**src/rtl/cordic_front_ctrl.sv**
```systemverilog
`default_nettype none
// ============================================================================
// Module   : cordic_front_ctrl
// Purpose  : Front-end request controller for a CORDIC cos/sin engine.
//            Accepts a signed Q4.28 angle, folds it into [0, 2*pi), reduces it
//            to the first quadrant one subtraction per cycle, launches the
//            CORDIC, captures its result and hands it to the client under a
//            ready/ack handshake.
// Revision : 1.0 - initial release
// ============================================================================
module cordic_front_ctrl #(
  parameter int              W       = 32,
  parameter logic [W-1:0]    HALF_PI = 32'h1921FB54,
  parameter logic [W-1:0]    TWO_PI  = 32'h6487ED51
) (
  input  logic         clk,
  input  logic         reset,
  // client request side
  input  logic         beg,
  input  logic [W-1:0] angle_in,
  input  logic         operation_in,
  input  logic         ack_out,
  // CORDIC result side
  input  logic         ready_CORDIC,
  input  logic [W-1:0] data_cordic,
  // CORDIC control side
  output logic         beg_FSM_CORDIC,
  output logic         ACK_FSM_CORDIC,
  output logic         operation,
  output logic [1:0]   shift_region_flag,
  output logic [W-1:0] angle_reduced,
  // client result side
  output logic         busy,
  output logic         ready,
  output logic [W-1:0] data_out,
  output logic         err
);

  // Signed views of the range constants so every comparison below is signed.
  localparam logic signed [W-1:0] HALF_PI_S  = HALF_PI;
  localparam logic signed [W-1:0] TWO_PI_S   = TWO_PI;
  localparam logic signed [W-1:0] NEG_TWO_PI = -TWO_PI_S;

  typedef enum logic [2:0] {
    S_IDLE   = 3'd0,
    S_NORM   = 3'd1,
    S_REDUCE = 3'd2,
    S_START  = 3'd3,
    S_WAIT   = 3'd4,
    S_ACKC   = 3'd5,
    S_DONE   = 3'd6
  } state_t;

  state_t             state;
  logic signed [W-1:0] acc;   // working angle during normalisation/reduction
  logic [1:0]          q;     // quadrant count accumulated during reduction

  // Out-of-range test for the latched angle: [-2*pi, 2*pi) is accepted.
  logic out_of_range;
  assign out_of_range = (acc >= TWO_PI_S) || (acc < NEG_TWO_PI);

  // Another quadrant can be removed while q has room and acc is >= pi/2.
  logic can_reduce;
  assign can_reduce = (q != 2'd3) && (acc >= HALF_PI_S);

  // Controller state machine; every output is a register updated here.
  always_ff @(posedge clk) begin
    if (reset) begin
      state             <= S_IDLE;
      acc               <= '0;
      q                 <= 2'd0;
      beg_FSM_CORDIC    <= 1'b0;
      ACK_FSM_CORDIC    <= 1'b0;
      operation         <= 1'b0;
      shift_region_flag <= 2'd0;
      angle_reduced     <= '0;
      busy              <= 1'b0;
      ready             <= 1'b0;
      data_out          <= '0;
      err               <= 1'b0;
    end else begin
      // The two CORDIC strobes are single-cycle unless re-armed below.
      beg_FSM_CORDIC <= 1'b0;
      ACK_FSM_CORDIC <= 1'b0;

      case (state)
        S_IDLE: begin
          if (beg) begin
            acc       <= angle_in;
            operation <= operation_in;
            q         <= 2'd0;
            err       <= 1'b0;
            busy      <= 1'b1;
            state     <= S_NORM;
          end
        end

        S_NORM: begin
          if (out_of_range) begin
            // Reject without ever touching the CORDIC.
            err      <= 1'b1;
            data_out <= '0;
            ready    <= 1'b1;
            state    <= S_DONE;
          end else begin
            // Negative angles fold into [0, 2*pi); -2*pi lands exactly on 0.
            if (acc[W-1]) begin
              acc <= acc + TWO_PI_S;
            end
            state <= S_REDUCE;
          end
        end

        S_REDUCE: begin
          if (can_reduce) begin
            acc <= acc - HALF_PI_S;
            q   <= q + 2'd1;
          end else begin
            // Publish the reduced operand together with the start strobe so
            // the CORDIC sees stable inputs from START through ACKC.
            angle_reduced     <= acc;
            shift_region_flag <= q;
            beg_FSM_CORDIC    <= 1'b1;
            state             <= S_START;
          end
        end

        S_START: begin
          state <= S_WAIT;
        end

        S_WAIT: begin
          if (ready_CORDIC) begin
            data_out       <= data_cordic;
            ACK_FSM_CORDIC <= 1'b1;
            state          <= S_ACKC;
          end
        end

        S_ACKC: begin
          ready <= 1'b1;
          state <= S_DONE;
        end

        S_DONE: begin
          if (ack_out) begin
            ready <= 1'b0;
            busy  <= 1'b0;
            state <= S_IDLE;
          end
        end

        default: begin
          // Unreachable encoding: recover to a quiet idle.
          ready <= 1'b0;
          busy  <= 1'b0;
          state <= S_IDLE;
        end
      endcase
    end
  end

endmodule
`default_nettype wire

```
**config.mk**
```make
export PLATFORM = sky130hd
export DESIGN_NAME = cordic_front_ctrl
export DESIGN_NICKNAME = d
export VERILOG_FILES = /design/src/rtl/cordic_front_ctrl.sv
export SDC_FILE = /design/constraint.sdc
export NUM_CORES = 1
export LEC_CHECK = 0
export ABC_AREA = 1
export BUFFER_PORTS_ARGS = -buffer_cell sky130_fd_sc_hd__buf_4
export CAP_MARGIN = 15
export CELL_PAD_IN_SITES_DETAIL_PLACEMENT = 0
export CELL_PAD_IN_SITES_GLOBAL_PLACEMENT = 2
export CORE_ASPECT_RATIO = 1.4
export CORE_UTILIZATION = 26
export CTS_CLUSTER_SIZE = 28
export DETAILED_ROUTE_END_ITERATION = 7
export PLACE_DENSITY = 0.78
export SLEW_MARGIN = 15
export SYNTH_ARGS = -nofsm -noshare
export SYNTH_HDL_FRONTEND = slang
export SYNTH_SLANG_ARGS = --single-unit
```
**constraint.sdc**
```tcl
create_clock -name clk -period 2.53 [get_ports clk]
set_input_delay 0 -clock clk [delete_from_list [all_inputs] [get_ports clk]]
set_output_delay 0 -clock clk [all_outputs]
set_load 0.005 [all_outputs]
```
# Word level (Yosys, flattened, before mapping)
# Cells that the tools add are included.
totals:
  wordCells: 86
  output_inout_bits: 72
  reg_bits: 109
classes:
  reduce_logical: 21
  order_cmp: 3
  n_mux: 26
  addsub: 3
  n_eq_ne: 15
  bitwise: 5
ops:
  columns: ["op", "count"]
  rows:
  - ["two-way mux 32 bit", 6]
  - ["one-hot mux 32 bit (3 select lines)", 1]
  - ["one-hot mux 32 bit (2 select lines)", 1]
  - ["adder 32 bit, second input constant", 1]
  - [">= comparator 32 x 30 -> 1 bit, second input constant", 1]
  - [">= comparator 32 bit, second input constant", 1]
  - ["< comparator 32 bit, second input constant", 1]
  - ["subtractor 32 x 30 -> 32 bit, second input constant", 1]
  - ["one-hot mux 3 bit (7 select lines)", 1]
  - ["!= test 2 bit, second input constant", 9]
  - ["two-way mux 3 bit", 5]
  - ["AND reduction 3 bit", 5]
  - ["equality test 3 bit, second input constant", 3]
  - ["AND reduction 4 bit", 2]
  - ["equality test 3 x 2 -> 1 bit, second input constant", 2]
  - ["two-way mux 1 bit", 6]
  - ["nonzero test 2 bit", 3]
  - ["inverter 1 bit", 5]
  - ["AND reduction 5 bit", 1]
  - ["OR reduction 5 bit", 1]
  - ["two-way mux 2 bit", 2]
  - ["one-hot mux 1 bit (4 select lines)", 1]
  - ["one-hot mux 2 bit (2 select lines)", 1]
  - ["AND reduction 2 bit", 2]
  - ["10 further kinds", 11]

# Depth between registers and ports, before layout
# Gate-level depths: netlist of run 1.
depth:
  depth_word: 4
  depth_mapped: 21
  ltp_nobuf: 19

# Worst setup path after synthesis of run 1
# Ideal clock, no wire load.
synth_timing:
  kind: "reg2reg"
  start: "register acc[2]"
  end: "register acc[10]"
  arrival_ns: 2.241
  path_buffers: 2
  setup_time_ns: 0.112
  period_less_slack_ns: 2.353
  stages_incl_launch_ff: 21
  setup_slack_ns: 0.177
  cell_sequence: "dfxtp_1 > nand2_1 > nor2_1 > nand3_1 > nand2_1 > nand2_1 > nand3_1 > nand2_1 > ha_1 > inv_1 > nand3_1 > nand2_1 > nand2_1 > nand2_1 > nand2_4 > nand2_4 > nand4_4 > buf_6 > buf_8 > nor2_2 > nor2_1"
synth_between:
  elab_chain_cells: 4
  elab_cells_between_ends: 14
  classes_between: "2 x add/sub; 3 x order compare; 2 x eq/ne; 4 x mux; 3 x reduce/logical"
synth_lines:
  columns: ["element", "line_no", "source"]
  rows:
  - ["start, declared", "55", "logic signed [W-1:0] acc;"]
  - ["start signal, assigned", "89", "acc <= angle_in;"]
  - ["start signal, assigned", "108", "acc <= acc + TWO_PI_S;"]
  - ["start signal, assigned", "116", "acc <= acc - HALF_PI_S;"]
  - ["adder 32 bit (tied with other cells)", "108", null]
  - ["two-way mux 32 bit (tied with other cells)", "107", "if (acc[W-1]) begin"]
  - ["two-way mux 32 bit / != test 2 bit (equally long branches)", null, null]
  - ["one-hot mux 32 bit (3 select lines) / AND reduction 5 bit (equally long branches)", null, null]
# Parallel ways exist; a longest one is shown, timed or not. The select of a mux whose other input is x is not followed.
# A chain may end at the register's enable or synchronous reset.

# Worst setup path after layout of run 1
layout_timing:
  start: "register acc[26]"
  end: "register acc[29]"
# Same word-level chain as after synthesis.

==> results.yml, run 1 <==
route:
  vias: 8116
  antenna_left: 0
  wl_met2_mm: 14.3
  wirelength_mm: 28.0
  dr.first_iter.drc_count: 404
  wl_per_cell_um: 16.6
  highest_layer: "met4"
  wl_met3_mm: 1.04
  routed_via_density: 4.81
  dr.pass1.iters: 6
  m1WireLength_mm: 11.8
  drc: 4
layout:
  ff_latch_area_um2: 2220
  syn_to_final_growth_pct: 51.8
  final_cells: 1687
  final_core_util: 0.405
  multi_input_area_um2: 4330
  antenna_cells: 0
  fill_cells: 2768
  fin_nets: 1443
  drive_above_1_share: 0.318
  fin_area_um2: 10300
die:
  die_x_um: 139
  core_area_um2: 25600
  fp.dieH_um: 194
  io_pins: 142
  start_util: 0.267
  die_area_um2: 26900
  placementRows: 69
setup_path:
  cpMostUsedCell: "nand2_1"
  r2r_start: "acc[26]$_SDFFE_PP0P_"
  path_max_fanout: 16
  cp-end-kind: "flip-flop"
  worst_ep_required_time_ns: 2.84
  r2r-end: "acc[29]$_SDFFE_PP0P_"
  worstSetupStartpointType: "flip-flop"
  crit_cells: 20
  worstPathArrival_ns: 2.77
  crit_slowest_cell: "dfxtp_1"
  max_stage_delay_ns: 0.38
  criticalPathCategory: "flip-flop to flip-flop"
  r2r_setup_slack_ns: 0.07
  cp-endpoint: "acc[29]$_SDFFE_PP0P_"
  startpoint: "acc[26]$_SDFFE_PP0P_"
  path_cells: "inv_2 > nand2_1 > nand2_2 > nand2_2 > nor2_4 > nand3_4 > nand2_2 > ha_4 > nand3_2 > nand2_1 > nand2_1 > nand2_2 > nand2_4 > nand2_4 > nand4_4 > buf_12 > clkbuf_16 > nand2_1 > nand2_1 > nor2_1"
  rr_worst_depth: 20
  crit_family: "simple AND/OR/NAND/NOR gates"
  cp_num_buf_inv: 3
placement:
  placedCellCount: 1604
  detailedPlace.worstSlack_ns: -0.0491
  placed_area_um2: 8880
  dp_hpwl_mm: 20.1
  io_buffer_count: 141
  gp_congestion: 0.889
power:
  clockPowerShare: 0.130
  switching_share: 0.473
  switchingPower_mw: 5.54
  peakVddDrop_mv: 0.427
  total_power_mw: 11.7
  pwr-share-comb: 0.646
  pwr-share-seq: 0.225
  p_int_mw: 6.17
  leakage_nw: 4.77
  powerDensity_nw_per_um2: 1130
timing:
  fin_ws_ns: 0.0663
  max_freq_ghz: 0.406
  tightest_slew_ns: 0.594
  holdWs_ns: -0.00668
  max_slew_margin: 0.600
  finalCriticalPeriod_ns: 2.46
  setup_viol_count_final: 0
  final_max_slew_viol_count: 0
  worst_clock_skew_ns: 0.0102
  post-route-period-util: 0.974
  tns_ns: 0
  finalHoldViolCount: 1
  rsz0062_at_grt: "yes"
logic_synthesis:
  netlist_instances: 1090
  yosys_warnings: 0
  synth_commonest_cells: "nand2_1, nor2_1, dfxtp_1"
  syn_avg_cell_area_um2: 6.25
  synth_seq_cells: 109
  synth_edf_count: 0
  yosys.area.top_type: "dfxtp_1"
  synth_area_um2: 6810
  syn-num-nets: 1170
  synthFlopType: "dfxtp_1"
  synth.most_common_cell: "nand2_1"
  async_flop_share: 0
  synth_seq_area_share: 0.320
  synth_top_cell_area_share: 0.320
  synth_cell_types: 47
  synthTopCellsByArea: "dfxtp_1, nand2_1, a21oi_1, o21ai_0, nand3_1"
clock_network:
  cts_buffers: 9
  clockBufferDepth: 2
  cts_root_buf: "clkbuf_16"
  cts.sinks: 109
  insertion_delay_ns: 0.37
  cts_tree: "done"
  cts.clk_slew.worst_paths_ns: 0.09
  htreeDepth: 3
global_routing:
  grt_pass1_vias: 7979
  track_usage: 0.203
  antenna_found_initial: 0
  grt-ovfl-total: 0
  grt_max_degree: 60
  grt_pass1_wl_mm: 42.8
run_status:
  violations: "design-rule violations, negative hold slack"
  outcome: "finished with violations"
run:
  drv_cap: 0
min_path:
  hp-class: "input pin to flip-flop"
[area by class of cell]
class	count	area share
Clock inverter	7	0.00883
Multi-Input combinational cell	839	0.419
Tap cell	319	0.0386
Sequential cell	109	0.215
Timing Repair Buffer	314	0.262
Inverter	90	0.0346
Clock buffer	9	0.0218
[worst min path at each step]
| stage | start | endpoint | slack (ns) | cells after the start |
|---|---|---|---|---|
| 2_1_floorplan | data_cordic[10] | data_out[10]$_SDFFE_PP0P_ | 0.11 | 2 |
| 5_1_grt | angle_in[9] | acc[9]$_SDFFE_PP0P_ | 0.02 | 5 |
| 3_3_place_gp | data_cordic[16] | data_out[16]$_SDFFE_PP0P_ | 0.19 | 3 |
| 3_5_place_dp | data_cordic[13] | data_out[13]$_SDFFE_PP0P_ | 0.20 | 3 |
| 6_report | angle_in[15] | acc[15]$_SDFFE_PP0P_ | -0.007 | 5 |
| 4_1_cts | angle_in[15] | acc[15]$_SDFFE_PP0P_ | 0.004 | 5 |
[metal layers]
metal,vias to the layer above,track usage
met3,40,0.0347
met5,-,0
met1,3759,0.233
met2,162,0.371
met4,0,0.0765
li1,4155,-
[power groups by stage]
stage | Sequential (mW) | Clock [mW] | Combinational, mW
after floorplan | 2.54 | 0 | 3.73
after global placement | 2.58 | 0 | 6.35
after detailed placement | 2.58 | 0 | 6.35
after CTS | 2.56 | 1.59 | 6.83
after global routing | 2.70 | 1.64 | 8.24
final | 2.63 | 1.52 | 7.56
[flip-flops by register name, indices dropped and copies added, names as in the netlist]
name / count
ACK_FSM_CORDIC: 1
acc: 32
angle_reduced: 32
beg_FSM_CORDIC: 1
busy: 1
data_out: 32
err: 1
operation: 1
q: 2
ready: 1
shift_region_flag: 2
state: 3
[worst register-to-register path, stage by stage, from the launching register on]
cell and delay [ns]:
dfxtp_1 0.38, inv_2 0.07, nand2_1 0.10, nand2_2 0.07, nand2_2 0.12, nor2_4 0.06, nand3_4 0.08, nand2_2 0.08
ha_4 0.28, nand3_2 0.09, nand2_1 0.08, nand2_1 0.05, nand2_2 0.08, nand2_4 0.06, nand2_4 0.09, nand4_4 0.13
buf_12 0.18, clkbuf_16 0.20, nand2_1 0.08, nand2_1 0.05, nor2_1 0.08
[cells in the final DEF (no fill, tap or decap), types with 17 or more instances in the layout]
cell | netlist | routed
dlygate4sd3_1 | 0 | 53
o21ai_0 | 93 | 92
inv_1 | 65 | 57
nand4_1 | 17 | 17
nor2_2 | 27 | 36
a21oi_1 | 104 | 102
nand2_1 | 294 | 272
inv_2 | 23 | 24
nand3_1 | 91 | 83
dfxtp_1 | 109 | 87
nand2_2 | 5 | 24
nor2_1 | 120 | 101
buf_4 | 1 | 242
[timing repair]
item | 4_1_cts | 5_1_grt
pin swaps | 1 | 35
buffers inserted | 2 | 7
hold endpoints to repair | 53 | 0
hold buffers | 53 | 0
endpoints found under the setup margin | 22 | 99
cloned | 2 | 3
gates resized for setup | 9 | 119
[kinds of logic (layout without fill, tap and decap cells)]
family                   after synthesis  after routing  share of synthesized area
XOR/XNOR                               4              4                    0.00514
AND/OR/NAND/NOR                      595            595                      0.383
adder cells (fa/ha/maj)               10             10                     0.0184
flip-flops                           109            109                      0.320
AO/OA/AOI/OAI                        230            230                      0.184
buffers and inverters                142            420                     0.0893
(Power assumes the default switching activity.)
==> inputs of run 2 (changes only) <==
--- a/config.mk
+++ b/config.mk
@@ -14,7 +14,7 @@
 export CORE_UTILIZATION = 26
 export CTS_CLUSTER_SIZE = 28
 export DETAILED_ROUTE_END_ITERATION = 7
-export PLACE_DENSITY = 0.78
+export PLACE_DENSITY_LB_ADDON = 0.1
 export SLEW_MARGIN = 15
 export SYNTH_ARGS = -nofsm -noshare
 export SYNTH_HDL_FRONTEND = slang
==> run 2 against run 1 <==
  * Die area is the same
  * Fmax grew 0.94%
  * Via count shrank 0.63%
  * Critical path type unchanged
  * The flow finishes with violations (design-rule violations)
  * Core utilization grew 0.14 points
  * Power grew 0.42%
  * Count of clock-buffer cells in the layout is the same
  * Non-clock buffer count grew 19
  * Design area grew 0.35%
  * Highest routed layer unchanged
  * Global-route usage grew 0.077 points
  * Combinational power grew 1%
  * Sequential power shrank 2%
==> results.yml, run 2 (synthesis gave the netlist of run 1 again) <==
die:
  start_util: 0.267
  die_area_um2: 26900
  placementRows: 69
  io_pins: 142
  core_area_um2: 25600
  die_x_um: 139
  fp.dieH_um: 194
timing:
  tns_ns: 0
  holdWs_ns: 0.00645
  finalCriticalPeriod_ns: 2.44
  worst_clock_skew_ns: 0.0117
  post-route-period-util: 0.965
  setup_viol_count_final: 0
  finalHoldViolCount: 0
  tightest_slew_ns: 0.541
  max_slew_margin: 0.639
  max_freq_ghz: 0.410
  final_max_slew_viol_count: 0
  rsz0062_at_grt: "yes"
layout:
  antenna_cells: 0
  fin_nets: 1462
  mostFrequentLayoutCells: "nand2_1, buf_4, a21oi_1"
  final_core_util: 0.406
  drive_above_1_share: 0.324
  syn_to_final_growth_pct: 52.3
  fin_area_um2: 10400
  final_common_cell: "nand2_1"
  top_regs: "acc (32), angle_reduced (32), data_out (32)"
setup_path:
  r2r_start: "acc[14]$_SDFFE_PP0P_"
  criticalPathCategory: "flip-flop to flip-flop"
  worstSetupStartpointType: "flip-flop"
  cp-end-kind: "flip-flop"
  worst_ep_required_time_ns: 2.84
  startpoint: "acc[14]$_SDFFE_PP0P_"
  worstPathArrival_ns: 2.75
  path_max_fanout: 11
clock_network:
  cts_buffers: 9
  cts_root_buf: "clkbuf_16"
  cts_tree: "done"
  insertion_delay_ns: 0.38
  clockBufferDepth: 2
  cts.clk_slew.worst_paths_ns: 0.09
  cts.sinks: 109
  htreeDepth: 3
route:
  dr.pass1.iters: 7
  drc: 8
  vias: 8065
  routed_via_density: 4.73
  wl_per_cell_um: 16.8
  wirelength_mm: 28.7
  dr.first_iter.drc_count: 315
  antenna_left: 0
global_routing:
  track_usage: 0.204
  grt_max_degree: 79
  grt_pass1_vias: 7672
  grt_pass1_wl_mm: 42.4
  antenna_found_initial: 0
  grt-ovfl-total: 0
min_path:
  hp-class: "input pin to flip-flop"
  hp-start: "angle_in[10]"
power:
  powerDensity_nw_per_um2: 1130
  peakVddDrop_mv: 0.419
  total_power_mw: 11.8
  leakage_nw: 4.82
placement:
  dp_hpwl_mm: 20.4
  io_buffer_count: 141
  gp_congestion: 0.868
  placed_area_um2: 8950
run_status:
  violations: "design-rule violations"
  outcome: "finished with violations"
run:
  drv_cap: 0
run 2: cell types whose count changed in the layout (fill, tap and decap cells not counted), moves of 4 or more:
cell | previous run | this run
buf_4 | 242 | 262
nor2_2 | 36 | 43
inv_1 | 57 | 62
inv_4 | 6 | 2
nor2_1 | 101 | 97
run 2: critical path, stage by stage, from the launching register on:
cell       delay (ns)
dfxtp_2          0.34
nor2_4           0.13
nand3_4          0.11
nor2_2           0.14
nor2_2           0.06
nand3_2          0.10
nand2_1          0.06
ha_1             0.30
inv_1            0.07
nand3_2          0.06
nand2_1          0.06
nand2_1          0.06
nand2_2          0.07
nand2_4          0.05
buf_4            0.14
a21oi_4          0.14
buf_12           0.14
clkbuf_16        0.15
nand2_1          0.05
a21oi_1          0.11
run 2: repair_timing:
item | 4_1_cts | 5_1_grt
endpoints found under the setup margin | 0 | 97
hold endpoints to repair | 54 | 0
resized for setup | 0 | 108
setup buffers | 0 | 14
hold buffers | 54 | 0
run 2: per-layer routing:
metal / global-route usage / part of all wire
met1: 0.238 / 0.42
met2: 0.382 / 0.53
met3: 0.0304 / 0.035
met4: 0.0510 / 0.012
met5: 0 / 0
run 2: area by class of cell:
| cell class | count | area [µm²] |
|---|---|---|
| well taps | 319 | 399 |
| clock buffers | 9 | 225 |
| flip-flops and latches | 109 | 2220 |
| multi-input cells | 839 | 4280 |
| fillers | 2788 | 15200 |
| inverters | 90 | 343 |
| repair buffers | 333 | 2840 |
| clock inverters | 7 | 68.8 |
run 2: report_power, final:
| part | internal (mW) | switching, mW |
|---|---|---|
| registers | 2.21 | 0.377 |
| clock network | 0.698 | 0.807 |
| logic | 3.26 | 4.40 |
run 2: worst paths after layout:
path / slack, ns / depth (start not counted) / endpoint
hold reg to reg: 0.46 / 2 / data_out[3]$_SDFFE_PP0P_
setup reg to reg: 0.09 / 19 / data_out[22]$_SDFFE_PP0P_
setup / recovery: 0.09 / 19 / data_out[22]$_SDFFE_PP0P_
hold / removal: 0.006 / 5 / acc[10]$_SDFFE_PP0P_
run 2: metrics by stage:
step	setup WS [ns]	std cells
floorplan	0.177	1090
global placement	0.0324	1615
detailed placement	0.0431	1615
CTS	0.0302	1685
global route	-0.0752	1706
finish	0.0893	1706
==> inputs of run 3 (changes only) <==
--- a/config.mk
+++ b/config.mk
@@ -14,6 +14,7 @@
 export CORE_UTILIZATION = 26
 export CTS_CLUSTER_SIZE = 28
 export DETAILED_ROUTE_END_ITERATION = 7
+export GPL_TIMING_DRIVEN = 0
 export PLACE_DENSITY_LB_ADDON = 0.1
 export SLEW_MARGIN = 15
 export SYNTH_ARGS = -nofsm -noshare
==> run 3 against run 2 <==
  * Sequential share of layout area barely moved
  * Fmax fell by 1.7%
  * The flow still finishes with violations (design-rule violations)
  * Clock skew rose by 0.00075 ns
  * Sequential power rose by 5%
  * Critical endpoint is now acc[25]$_SDFFE_PP0P_
==> results.yml, run 3 (synthesis gave the netlist of run 1 again) <==
setup_path:
  worst_ep_required_time_ns: 2.84
  worstSetupStartpointType: "flip-flop"
  path_max_fanout: 5
  crit_family: "simple AND/OR/NAND/NOR gates"
  path_cells: "buf_6 > nand3_4 > nand2_4 > nand2_4 > nand2_4 > nor2_4 > nand3_4 > nand2_2 > ha_4 > inv_2 > nand3_2 > nand2_2 > nand2_2 > nand2_2 > nand2_4 > nand2_4 > nand4_4 > buf_6 > clkbuf_16 > nand2_4 > nand2_2 > nor2_1"
  criticalPathCategory: "flip-flop to flip-flop"
  max_stage_delay_ns: 0.33
  worstPathArrival_ns: 2.79
  r2r_setup_slack_ns: 0.05
  crit_slowest_cell: "dfxtp_2"
  cpMostUsedCell: "nand2_4"
  cp-end-kind: "flip-flop"
  cp_num_buf_inv: 4
clock_network:
  clockBufferDepth: 2
  cts_root_buf: "clkbuf_16"
  cts_buffers: 9
  cts.sinks: 109
  cts.clk_slew.worst_paths_ns: 0.09
  htreeDepth: 3
  insertion_delay_ns: 0.37
  cts_tree: "done"
die:
  die_area_um2: 26900
  placementRows: 69
  die_x_um: 139
  start_util: 0.267
  fp.dieH_um: 194
  core_area_um2: 25600
  io_pins: 142
placement:
  gp_congestion: 0.856
  dp_hpwl_mm: 22.2
  io_buffer_count: 140
  detailedPlace.worstSlack_ns: -0.552
route:
  routed_via_density: 4.87
  drc: 5
  wirelength_mm: 30.6
  dr.first_iter.drc_count: 347
  wl_per_cell_um: 18.2
  dr.pass1.iters: 7
  vias: 8188
  antenna_left: 0
layout:
  drive_above_1_share: 0.330
  ff_latch_area_um2: 2250
  top_regs: "acc (32), angle_reduced (32), data_out (32)"
  fin_nets: 1438
  final_common_cell: "nand2_1"
  final_core_util: 0.412
  fill_cells: 2789
  antenna_cells: 0
  multi_input_area_um2: 4590
  syn_to_final_growth_pct: 54.7
  mostFrequentLayoutCells: "nand2_1, buf_4, a21oi_1"
timing:
  final_max_slew_viol_count: 0
  holdWs_ns: 0.00919
  rsz0062_at_grt: "yes"
  worst_clock_skew_ns: 0.0124
  setup_viol_count_final: 0
  max_slew_margin: 0.415
  finalHoldViolCount: 0
  max_freq_ghz: 0.403
  tightest_slew_ns: 0.878
  post-route-period-util: 0.981
  finalCriticalPeriod_ns: 2.48
  fin_ws_ns: 0.0482
run_status:
  outcome: "finished with violations"
  violations: "design-rule violations"
power:
  powerDensity_nw_per_um2: 1180
  total_power_mw: 12.5
  leakage_nw: 4.77
  peakVddDrop_mv: 0.421
global_routing:
  grt_pass1_wl_mm: 47.0
  grt_pass1_vias: 8122
  antenna_found_initial: 0
  track_usage: 0.229
  grt_max_degree: 20
  grt-ovfl-total: 0
min_path:
  hp-class: "input pin to flip-flop"
run:
  drv_cap: 0
## run 3: worst reg2reg max path, cell delays in order (launching register included)
cell and delay (ns):
dfxtp_2 0.33, buf_6 0.13, nand3_4 0.07, nand2_4 0.07, nand2_4 0.08, nand2_4 0.06
nor2_4 0.10, nand3_4 0.10, nand2_2 0.09, ha_4 0.21, inv_2 0.05, nand3_2 0.07
nand2_2 0.07, nand2_2 0.05, nand2_2 0.08, nand2_4 0.06, nand2_4 0.08, nand4_4 0.15
buf_6 0.20, clkbuf_16 0.17, nand2_4 0.06, nand2_2 0.04, nor2_1 0.11
## run 3: worst paths after layout
check / start / to / cells after the start
worst max-delay path: acc[24]$_SDFFE_PP0P_ / acc[25]$_SDFFE_PP0P_ / 22
worst min-delay path: ack_out / busy$_SDFFE_PP0P_ / 4
worst max register to register: acc[24]$_SDFFE_PP0P_ / acc[25]$_SDFFE_PP0P_ / 22
worst min register to register: data_out[5]$_SDFFE_PP0P_ / data_out[5]$_SDFFE_PP0P_ / 2
## run 3: metrics by stage
stage | instance area [µm²] | cells | setup TNS (ns)
floorplan | 6810 | 1090 | 0
global placement | 8260 | 1549 | -44.14
detailed placement | 8260 | 1549 | -42.78
CTS | 9980 | 1665 | -0.0451
global route | 10500 | 1682 | -2.19
finish | 10500 | 1682 | 0
## run 3: repair_timing
item | CTS | global route
endpoints found under the setup margin | 102 | 98
setup buffers | 45 | 17
pin swaps | 14 | 37
resized for setup | 153 | 126
gates cloned | 3 | 2
hold buffers | 55 | 0
endpoints found under the hold margin | 54 | 0
## run 3: routing by layer
metal,vias to the layer above,wire (µm),global-route usage
met5,-,0,0
met2,174,16000,0.427
met1,3830,12900,0.264
li1,4153,-,-
met3,31,1060,0.0324
met4,0,646,0.0765
## run 3: power breakdown
part / switching, mW / internal, mW / total, mW
Clock: 0.784 / 0.820 / 1.60
Sequential: 0.491 / 2.24 / 2.73
Combinational: 4.77 / 3.37 / 8.14
## run 3: final cells by class
cell class	count	area share
tap	319	0.0379
multi-input combinational	839	0.435
timing repair buffer	262	0.210
buffer	47	0.0376
inverter	90	0.0354
clock buffer	10	0.0227
clock inverter	6	0.00736
sequential	109	0.214
